File: src/rtl/debouncer_if.sv
// Signal bundle between a raw level source and the debouncer.
// The master drives the raw level; the slave returns the clean level and status.
interface debouncer_if;
    logic i_in;
    logic o_out;
    logic o_busy;
    logic o_glitch;

    modport master (
        output i_in,
        input  o_out,
        input  o_busy,
        input  o_glitch
    );

    modport slave (
        input  i_in,
        output o_out,
        output o_busy,
        output o_glitch
    );
endinterface

File: src/rtl/debouncer.sv
// Input debouncer: optional synchronizer (DEBOUNCER_SYNC_EN) followed by a stability timer
// that commits a new output level only after P_TIME consecutive matching samples.
module debouncer #(
    parameter int   P_TIME = 16,
    parameter int   P_SYNC = 2,
    parameter logic P_INIT = 1'b0
) (
    input  logic        i_clk,
    input  logic        i_rst,
    debouncer_if.slave  bus
);
    localparam int               CNT_W    = (P_TIME > 2) ? $clog2(P_TIME) : 1;
    localparam logic [CNT_W-1:0] CNT_LAST = CNT_W'(P_TIME - 1);

    typedef enum logic {
        STABLE,
        WAIT
    } state_t;

    state_t           state_q, state_d;
    logic [CNT_W-1:0] cnt_q, cnt_d;
    logic             out_q, out_d;
    logic             glitch_q, glitch_d;
    logic             s;

    generate
        if (P_TIME < 2 || P_SYNC < 2) begin : g_param_check
            $error("debouncer: P_TIME and P_SYNC must both be at least 2");
        end
    endgenerate

    // Stage 0: bring the raw level into the i_clk domain
`ifdef DEBOUNCER_SYNC_EN
    logic [P_SYNC-1:0] sync_q;

    always_ff @(posedge i_clk or posedge i_rst) begin
        if (i_rst) begin
            sync_q <= {P_SYNC{P_INIT}};
        end else begin
            sync_q <= {sync_q[P_SYNC-2:0], bus.i_in};
        end
    end

    assign s = sync_q[P_SYNC-1];
`else
    assign s = bus.i_in;
`endif

    // Stage 1: stability timer and committed output level
    always_ff @(posedge i_clk or posedge i_rst) begin
        if (i_rst) begin
            state_q  <= STABLE;
            cnt_q    <= '0;
            out_q    <= P_INIT;
            glitch_q <= 1'b0;
        end else begin
            state_q  <= state_d;
            cnt_q    <= cnt_d;
            out_q    <= out_d;
            glitch_q <= glitch_d;
        end
    end

    always_comb begin
        state_d  = state_q;
        cnt_d    = cnt_q;
        out_d    = out_q;
        glitch_d = 1'b0;
        case (state_q)
            STABLE: begin
                if (s != out_q) begin
                    state_d = WAIT;
                    cnt_d   = CNT_W'(1);
                end else begin
                    cnt_d   = '0;
                end
            end
            WAIT: begin
                // A bounce back takes priority over a commit on the same edge
                if (s == out_q) begin
                    state_d  = STABLE;
                    cnt_d    = '0;
                    glitch_d = 1'b1;
                end else if (cnt_q == CNT_LAST) begin
                    state_d  = STABLE;
                    cnt_d    = '0;
                    out_d    = ~out_q;
                end else begin
                    cnt_d    = cnt_q + 1'b1;
                end
            end
            default: begin
                state_d = STABLE;
                cnt_d   = '0;
            end
        endcase
    end

    assign bus.o_out    = out_q;
    assign bus.o_busy   = (state_q == WAIT);
    assign bus.o_glitch = glitch_q;

endmodule
File: src/flat_wrapper.sv
// flat-port wrapper written by rule: the top's interface ports become plain ports
module debouncer_flat 
#(
    parameter int   P_TIME = 16,
    parameter int   P_SYNC = 2,
    parameter logic P_INIT = 1'b0
)
  (i_clk, i_rst, bus_i_in, bus_o_out, bus_o_busy, bus_o_glitch);
  debouncer_if bus_i ();
  input  logic i_clk;
  input  logic i_rst;
  input wire logic [$bits(bus_i.i_in)-1:0] bus_i_in;
  output wire logic [$bits(bus_i.o_out)-1:0] bus_o_out;
  output wire logic [$bits(bus_i.o_busy)-1:0] bus_o_busy;
  output wire logic [$bits(bus_i.o_glitch)-1:0] bus_o_glitch;
  assign bus_i.i_in = bus_i_in;
  assign bus_o_out = bus_i.o_out;
  assign bus_o_busy = bus_i.o_busy;
  assign bus_o_glitch = bus_i.o_glitch;
  debouncer #(.P_TIME(P_TIME), .P_SYNC(P_SYNC), .P_INIT(P_INIT)) u_core (.i_clk(i_clk), .i_rst(i_rst), .bus(bus_i));
endmodule
File: config.mk
export PLATFORM = sky130hd
export DESIGN_NAME = debouncer_flat
export DESIGN_NICKNAME = d
export VERILOG_FILES = /design/src/rtl/debouncer_if.sv /design/src/rtl/debouncer.sv /design/src/flat_wrapper.sv
export SDC_FILE = /design/constraint.sdc
export NUM_CORES = 1
export LEC_CHECK = 0
export ABC_AREA = 1
export ABC_CLOCK_PERIOD_IN_PS = 1100
export BUFFER_PORTS_ARGS = -buffer_cell sky130_fd_sc_hd__buf_2
export CAP_MARGIN = 20
export CORE_AREA = 2 2 39 41
export DETAILED_ROUTE_END_ITERATION = 10
export DIE_AREA = 0 0 41 43
export GPL_TIMING_DRIVEN = 0
export PLACE_DENSITY_LB_ADDON = 0.05
export SLEW_MARGIN = 10
export SYNTH_ARGS = -nofsm -noshare
export SYNTH_HDL_FRONTEND = slang
export SYNTH_SLANG_ARGS = --single-unit
File: constraint.sdc
create_clock -name i_clk -period 1.1 [get_ports i_clk]
set_input_delay 0.275 -clock i_clk [delete_from_list [all_inputs] [get_ports i_clk]]
set_output_delay 0.275 -clock i_clk [all_outputs]
set_load 0.01 [all_outputs]
; ---- Word level (Yosys, flattened, before mapping)
; Index checks and enable logic that the tools add are counted.
[totals]
reg_bits = 7
input_bits = 3
out_inout_bits = 3
wordCells = 22
[op_classes]
n_addsub = 1
eq_ne = 3
mux = 10
bitwise = 3
n_reduce_logical = 1
[op_table]
columns = cell, n
row1 = 2-to-1 mux 4 bit, 2
row2 = case mux 4 bit (2 select lines), 1
row3 = 2-to-1 mux 1 bit, 6
row4 = adder 4 x 1 -> 4 bit (second input constant), 1
row5 = == test 4 bit (second input constant), 1
row6 = inverter 1 bit, 3
row7 = AND reduction 3 bit, 1
row8 = case mux 1 bit (2 select lines), 1
row9 = == test 1 bit, 1
row10 = != test 1 bit, 1

; ---- Depth between registers and ports, before layout
; Gate-level depths: netlist of run 1.
[logic_depth]
ltp_word = 4
ltp_mapped = 5
depth_no_buf = 5

; ---- Worst setup path before layout of run 1
; OpenSTA, ideal clock, no wires.
[synth_timing]
path_type = reg2reg
from = register u_core.cnt_q[0]
to = register u_core.out_q, in the netlist u_core.bus.o_out
setup_time_ps = 116
arrival_ps = 835
t_required_ps = 984
setup_slack_ps = 149
stages_incl_launch_ff = 6
path_buffers = 0
period_less_slack_ps = 951
cell_sequence = dfrtp_1 ha_1 nand3_1 nor2_1 nand2_1 nand2_1
[synth_via]
elab_chain_len = 2
[synth_rtl]
columns = item, line_no
row1 = start: declaration, debouncer.sv:21  ; logic [CNT_W-1:0] cnt_q, cnt_d;
row2 = start signal: assignment, debouncer.sv:58  ; cnt_q <= cnt_d;
row3 = == test 4 bit, debouncer.sv:84  ; end else if (cnt_q == CNT_LAST) begin
row4 = AND reduction 3 bit (no source line), n/a
row5 = end signal: assignment, debouncer.sv:59  ; out_q <= out_d;
row6 = end: declaration, debouncer.sv:22  ; logic out_q, out_d;
; Every way passes these cells.
; A chain may end at the register's enable or synchronous reset.

; ---- Worst setup path in the final report of run 1
[layout_timing]
from = register u_core.out_q, in the netlist u_core.bus.o_out
to = output bus_o_out
[layout_lines]
columns = item, line_no
row1 = end: declaration, flat_wrapper.sv:13  ; output wire logic [$bits(bus_i.o_out)-1:0] bus_o_out;
; No word-level cell between the ends.

==> results of run 1 <==
## worst min-delay path, delay by kind of cell
| family | cells | cell delay, ns |
|---|---|---|
| buf+inv | 1 | 0.10 |
| simple gates | 2 | 0.10 |
## repair_timing
item                                    in CTS  in global routing
hold buffers                                 1                  0
pin swaps                                    0                  0
endpoints found under the setup margin       1                  1
buffers inserted                             1                  0
gates resized for setup                      0                  1
endpoints found under the hold margin        7                  0
## through the flow
stage,hold WS [ns],worst slack [ns],total power (uW),utilization,std cells
2_1_floorplan,0.0784,0.149,301,-,39
3_3_place_gp,0.220,0.0784,315,0.262,60
3_5_place_dp,0.223,0.0709,315,0.262,60
4_1_cts,0.248,0.0227,560,0.294,66
5_1_grt,0.259,0.00344,582,0.296,66
6_report,0.256,0.0328,550,0.296,66
## report_power, final
part | leakage, uW | internal [uW] | switching, uW
registers | 0.0000869 | 266 | 6.71
clock network | 0.0000150 | 138 | 94.8
logic | 0.000125 | 18.3 | 24.9
total | 0.000227 | 423 | 126
## routing by layer
layer | global-route usage | vias up | share of wire
met5 | 0 | - | 0
met4 | 0.0800 | 0 | 0.0086
met3 | 0.0314 | 2 | 0.028
met2 | 0.0969 | 5 | 0.47
met1 | 0.111 | 120 | 0.49
li1 | - | 140 | -
## layout make-up
type / count / area share
Clock buffer: 4 / 0.0642
Timing Repair Buffer: 7 / 0.104
Sequential cell: 7 / 0.428
Multi-Input combinational cell: 24 / 0.281
Inverter: 8 / 0.0734
Tap cell: 16 / 0.0489
## cells in the final DEF (no fill, tap or decap)
master	synthesis	layout
clkbuf_1	0	1
ha_2	0	1
nand2_1	11	11
xnor2_1	1	1
nand4_1	2	2
buf_4	0	1
inv_1	8	8
nand3_1	3	3
nor2_1	6	6
buf_2	0	5
dfrtp_1	7	7
dlygate4sd3_1	0	1
clkbuf_4	0	3
## worst min path at each step
stage | endpoint | startpoint | slack [ns] | cells past startpoint
2_1_floorplan | u_core.bus.o_busy | i_rst | 0.08 | 1
3_3_place_gp | u_core.bus.o_glitch | i_rst | 0.22 | 2
3_5_place_dp | u_core.bus.o_glitch | i_rst | 0.22 | 2
4_1_cts | u_core.bus.o_out | bus_i_in | 0.25 | 3
5_1_grt | u_core.bus.o_out | bus_i_in | 0.26 | 3
6_report | u_core.bus.o_out | bus_i_in | 0.26 | 3
## cells by family after synthesis
group	synth area share
and+or+nand+nor	0.287
buffers and inverters	0.0945
DFF	0.551
xor gates and xnor gates	0.0276
adders and majority gates	0.0394
## registers in the layout (all words and copies together) (netlist names)
name                 flops
u_core.bus.o_glitch      1
u_core.cnt_q             4
u_core.bus.o_busy        1
u_core.bus.o_out         1
==> impl_metrics.py, run 1 <==
metrics = {
    "layout": {
        "drive_above_1_share": 0.200,
        "final_area_um2": 409,
        "synthToLayoutAreaGrowth_pct": 28.7,
        "fillers": 152,
        "final_nets": 55,
        "num_antenna_cells": 0,
        "seqCellArea_um2": 175,
        "multi_input_area_um2": 115,
    },
    "route": {
        "first_iter_violations": 2,
        "via_per_inst": 4.05,
        "wirelength_um": 579,
        "drc": 0,
        "final_antenna_net_count": 0,
        "num_vias": 267,
        "wire_per_inst_um": 8.77,
        "firstDrtPassIters": 4,
    },
    "outcome": {
        "outcome": "completed",
    },
    "yosys": {
        "ys_warn_count": 0,
        "syn-num-nets": 43,
        "synth_area_per_cell_um2": 8.15,
        "synth_common_cells": "nand2_1 (11), inv_1 (8), dfrtp_1 (7)",
        "ys_async_sr_fraction": 1.00,
        "ys.flop_type": "dfrtp_1",
        "synth_most_common_cell": "nand2_1",
        "syn_area_um2": 318,
        "yosysTopAreaCell": "dfrtp_1",
        "synth_cell_types": 8,
        "synth_area_leaders": "dfrtp_1 (55%), nand2_1 (13%), inv_1 (9.4%)",
        "synth_top_area_share": 0.551,
        "synth_edf_count": 0,
        "synth-seq-area-share": 0.551,
        "syn_inst": 39,
        "ys_seq_elements": 7,
    },
    "global_routing": {
        "antenna_found_initial": 0,
        "grt_pass1_vias": 229,
        "grt_pass1_wl_um": 931,
        "grt-ovfl-total": 0,
        "track_usage": 0.0838,
        "grt_max_degree": 8,
    },
    "floorplanning": {
        "die_w_um": 41,
        "die_h_um": 43,
        "initial_core_util": 0.230,
        "fp.coreArea_mm2": 0.00138,
        "rows": 14,
        "ios": 6,
        "die_area_mm2": 0.00176,
    },
    "pwr": {
        "pwr_density_cell_mw_per_mm2": 1340,
        "p_leak_uw": 0.000227,
        "ir_drop_uv": 627,
    },
    "setup_path": {
        "critPathMaxStageDelay_ns": 0.40,
        "cp-end-kind": "primary output",
        "cp.buffers_inverters": 1,
        "worstPathArrival_ns": 0.79,
        "cp.depth": 1,
        "r2r_slack_ns": 0.09,
        "regToRegStartpoint": "u_core.cnt_q[0]",
        "crit_start": "u_core.bus.o_out",
        "crit_family": "flip-flops",
        "r2r_cells": 4,
        "path_cells": "buf_2",
        "crit_path_end": "bus_o_out",
        "crit_fanout": 4,
        "slowest_stage": "dfrtp_1",
        "start_kind": "register",
        "timing.rr.end": "u_core.cnt_q[0]",
        "criticalPathCategory": "register to primary output",
        "cp.required_ns": 0.82,
    },
    "cts": {
        "tritoncts": "yes",
        "ctsRootBufferMaster": "clkbuf_4",
        "numCtsBuffers": 3,
        "htree_levels": 1,
        "clkSinkCount": 7,
        "path_clk_slew_ns": 0.05,
        "clock_latency_ns": 0.25,
        "cts_max_path_buffers": 2,
    },
    "flow_run": {
        "maxCapViolations": 0,
    },
    "sta": {
        "min_period_ns": 1.07,
        "slew_headroom": 0.820,
        "hold_violations": 0,
        "rsz0062_at_grt": "false",
        "fin_crit_sh": 0.970,
        "timing.fmax_mhz": 937,
        "fin_tns_setup_ns": 0,
        "slew_violations": 0,
        "fin_skew_ns": 0.00289,
        "worstMarginPinSlew_ns": 0.270,
        "setup_violations": 0,
    },
    "place": {
        "post_dp_cell_area_um2": 363,
        "hpwl_um": 441,
        "portBuffers": 5,
        "routabilityCongestion": 0.704,
    },
    "min_path": {
        "min_path_type": "primary input to register",
    },
}
Note: power is estimated with default switching activity, not from simulation.
==> run 2, diff against run 1 <==
--- a/config.mk
+++ b/config.mk
@@ -6,7 +6,7 @@
 export NUM_CORES = 1
 export LEC_CHECK = 0
 export ABC_AREA = 1
-export ABC_CLOCK_PERIOD_IN_PS = 1100
+export ABC_CLOCK_PERIOD_IN_PS = 1200
 export BUFFER_PORTS_ARGS = -buffer_cell sky130_fd_sc_hd__buf_2
 export CAP_MARGIN = 20
 export CORE_AREA = 2 2 39 41
==> constraint.sdc (replaced) <==
create_clock -name i_clk -period 1.2 [get_ports i_clk]
set_input_delay 0.3 -clock i_clk [delete_from_list [all_inputs] [get_ports i_clk]]
set_output_delay 0.3 -clock i_clk [all_outputs]
set_load 0.01 [all_outputs]
==> run 2 against run 1 <==
Clock-buffer cell count did not move. Largest cell class unchanged. Critical path type unchanged. Critical endpoint is now bus_o_busy. Global-route usage did not move. Hold slack improved by 0.025 ns.
==> impl_metrics.py, run 2 (same netlist as run 1, synthesis figures left out) <==
metrics = {
    "layout": {
        "finalNonFillerCells": 65,
        "num_antenna_cells": 0,
        "final_area_um2": 399,
        "largest_reg_flops": 4,
        "multi_input_area_um2": 113,
        "synthToLayoutAreaGrowth_pct": 25.6,
        "fillers": 153,
        "utilization": 0.288,
        "drive_above_1_share": 0.163,
        "seqCellArea_um2": 175,
        "final_nets": 54,
        "layout_commonest_cell": "nand2_1",
        "layout_common_cells": "nand2_1 (11), inv_1 (8), dfrtp_1 (7)",
        "regMostFlops": "u_core.cnt_q",
    },
    "global_routing": {
        "grt_max_degree": 8,
        "grt_pass1_vias": 227,
        "track_usage": 0.0838,
        "grt-ovfl-total": 0,
        "grt_pass1_wl_um": 931,
        "antenna_found_initial": 0,
    },
    "outcome": {
        "outcome": "completed",
    },
    "setup_path": {
        "cp-end-kind": "primary output",
        "start_kind": "register",
        "regToRegStartpoint": "u_core.cnt_q[0]",
        "cp.required_ns": 0.90,
        "crit_fanout": 6,
        "path_cells": "buf_2",
        "crit_start": "u_core.bus.o_busy",
        "critPathMaxStageDelay_ns": 0.43,
        "cp.buffers_inverters": 1,
        "slowest_stage": "dfrtp_1",
        "worstPathArrival_ns": 0.84,
        "cp.depth": 1,
        "criticalPathCategory": "register to primary output",
        "r2r_cells": 4,
        "crit_family": "flip-flops",
    },
    "sta": {
        "rsz0062_at_grt": "false",
        "timing.fmax_mhz": 875,
        "min_period_ns": 1.14,
        "hold_violations": 0,
        "fin_crit_sh": 0.953,
        "slew_headroom": 0.817,
        "setup_violations": 0,
        "fin_tns_setup_ns": 0,
        "fin_skew_ns": 0.00183,
        "slew_violations": 0,
        "worstMarginPinSlew_ns": 0.274,
    },
    "floorplanning": {
        "die_h_um": 43,
        "rows": 14,
        "initial_core_util": 0.230,
        "die_area_mm2": 0.00176,
        "ios": 6,
        "fp.coreArea_mm2": 0.00138,
        "die_w_um": 41,
    },
    "route": {
        "drc": 0,
        "routed.top_layer": "met4",
        "route.met2.wl_um": 258,
        "final_antenna_net_count": 0,
        "first_iter_violations": 4,
        "firstDrtPassIters": 2,
        "num_vias": 259,
        "dr_wl_met3_um": 14,
        "wl_met1_um": 289,
        "wirelength_um": 567,
        "via_per_inst": 3.98,
        "wire_per_inst_um": 8.72,
    },
    "cts": {
        "cts_max_path_buffers": 2,
        "htree_levels": 1,
        "ctsRootBufferMaster": "clkbuf_4",
        "path_clk_slew_ns": 0.05,
        "tritoncts": "yes",
        "numCtsBuffers": 3,
        "clkSinkCount": 7,
        "clock_latency_ns": 0.25,
        "post_cts_resized": 0,
    },
    "place": {
        "routabilityCongestion": 0.704,
        "hpwl_um": 441,
        "dpl.cell_count": 60,
        "post_dp_cell_area_um2": 363,
        "portBuffers": 5,
    },
    "min_path": {
        "min_path_type": "primary input to register",
        "worstHoldStart": "bus_i_in",
        "holdPathStages": 3,
    },
    "pwr": {
        "pwr_density_cell_mw_per_mm2": 1250,
        "power_frac_clock": 0.425,
        "p_comb_frac": 0.070,
        "power_uw": 499,
        "switching_share": 0.227,
        "ir_drop_uv": 568,
        "seq_power_share": 0.506,
        "p_leak_uw": 0.000225,
        "switchingPower_uw": 113,
        "intPower_uw": 385,
    },
    "flow_run": {
        "maxCapViolations": 0,
    },
}
-- run 2: metal layers --
layer	GRT usage	up-vias
met5	0	-
met4	0.0800	0
met3	0.0314	2
met2	0.0969	3
met1	0.111	116
li1	-	138
-- run 2: timing repair --
action,in CTS,in global routing
setup endpoints to repair,0,0
hold buffers,1,0
setup buffers,0,0
hold endpoints to repair,7,0
-- run 2: power groups by stage --
stage | Combinational (uW) | Sequential, uW | Clock [uW]
floorplan | 19.6 | 256 | 0
global placement | 32.9 | 256 | 0
detailed placement | 33.2 | 256 | 0
CTS | 35.8 | 252 | 222
global route | 39.9 | 253 | 237
finish | 34.7 | 252 | 212
-- run 2: final timing paths --
path / endpoint / slack, ns
max: bus_o_busy / 0.06
min: u_core.bus.o_out / 0.28
max reg2reg: u_core.cnt_q[0] / 0.17
min reg2reg: u_core.bus.o_out / 0.53
max in group asynchronous: u_core.cnt_q[3] / 0.46
min in group asynchronous: u_core.cnt_q[2] / 0.52
-- run 2: final cells by class --
cell class / count / area share
clock buffers: 4 / 0.0658
flip-flops and latches: 7 / 0.439
repair buffers: 6 / 0.0878
multi-input cells: 24 / 0.282
well taps: 16 / 0.0502
inverters: 8 / 0.0752
-- run 2: tightest hold or removal path, delay by kind of cell --
| kind | cells | cell delay [ns] |
|---|---|---|
| AND/OR/NAND/NOR | 2 | 0.10 |
| buffers and inverters | 1 | 0.10 |
-- run 2: stage by stage --
| step | setup WS, ns | hold WS [ns] |
|---|---|---|
| after CTS | 0.0429 | 0.273 |
| final | 0.0569 | 0.282 |
| after floorplan | 0.249 | 0.103 |
| after global placement | 0.178 | 0.245 |
| after global routing | 0.00319 | 0.284 |
| after detailed placement | 0.171 | 0.248 |
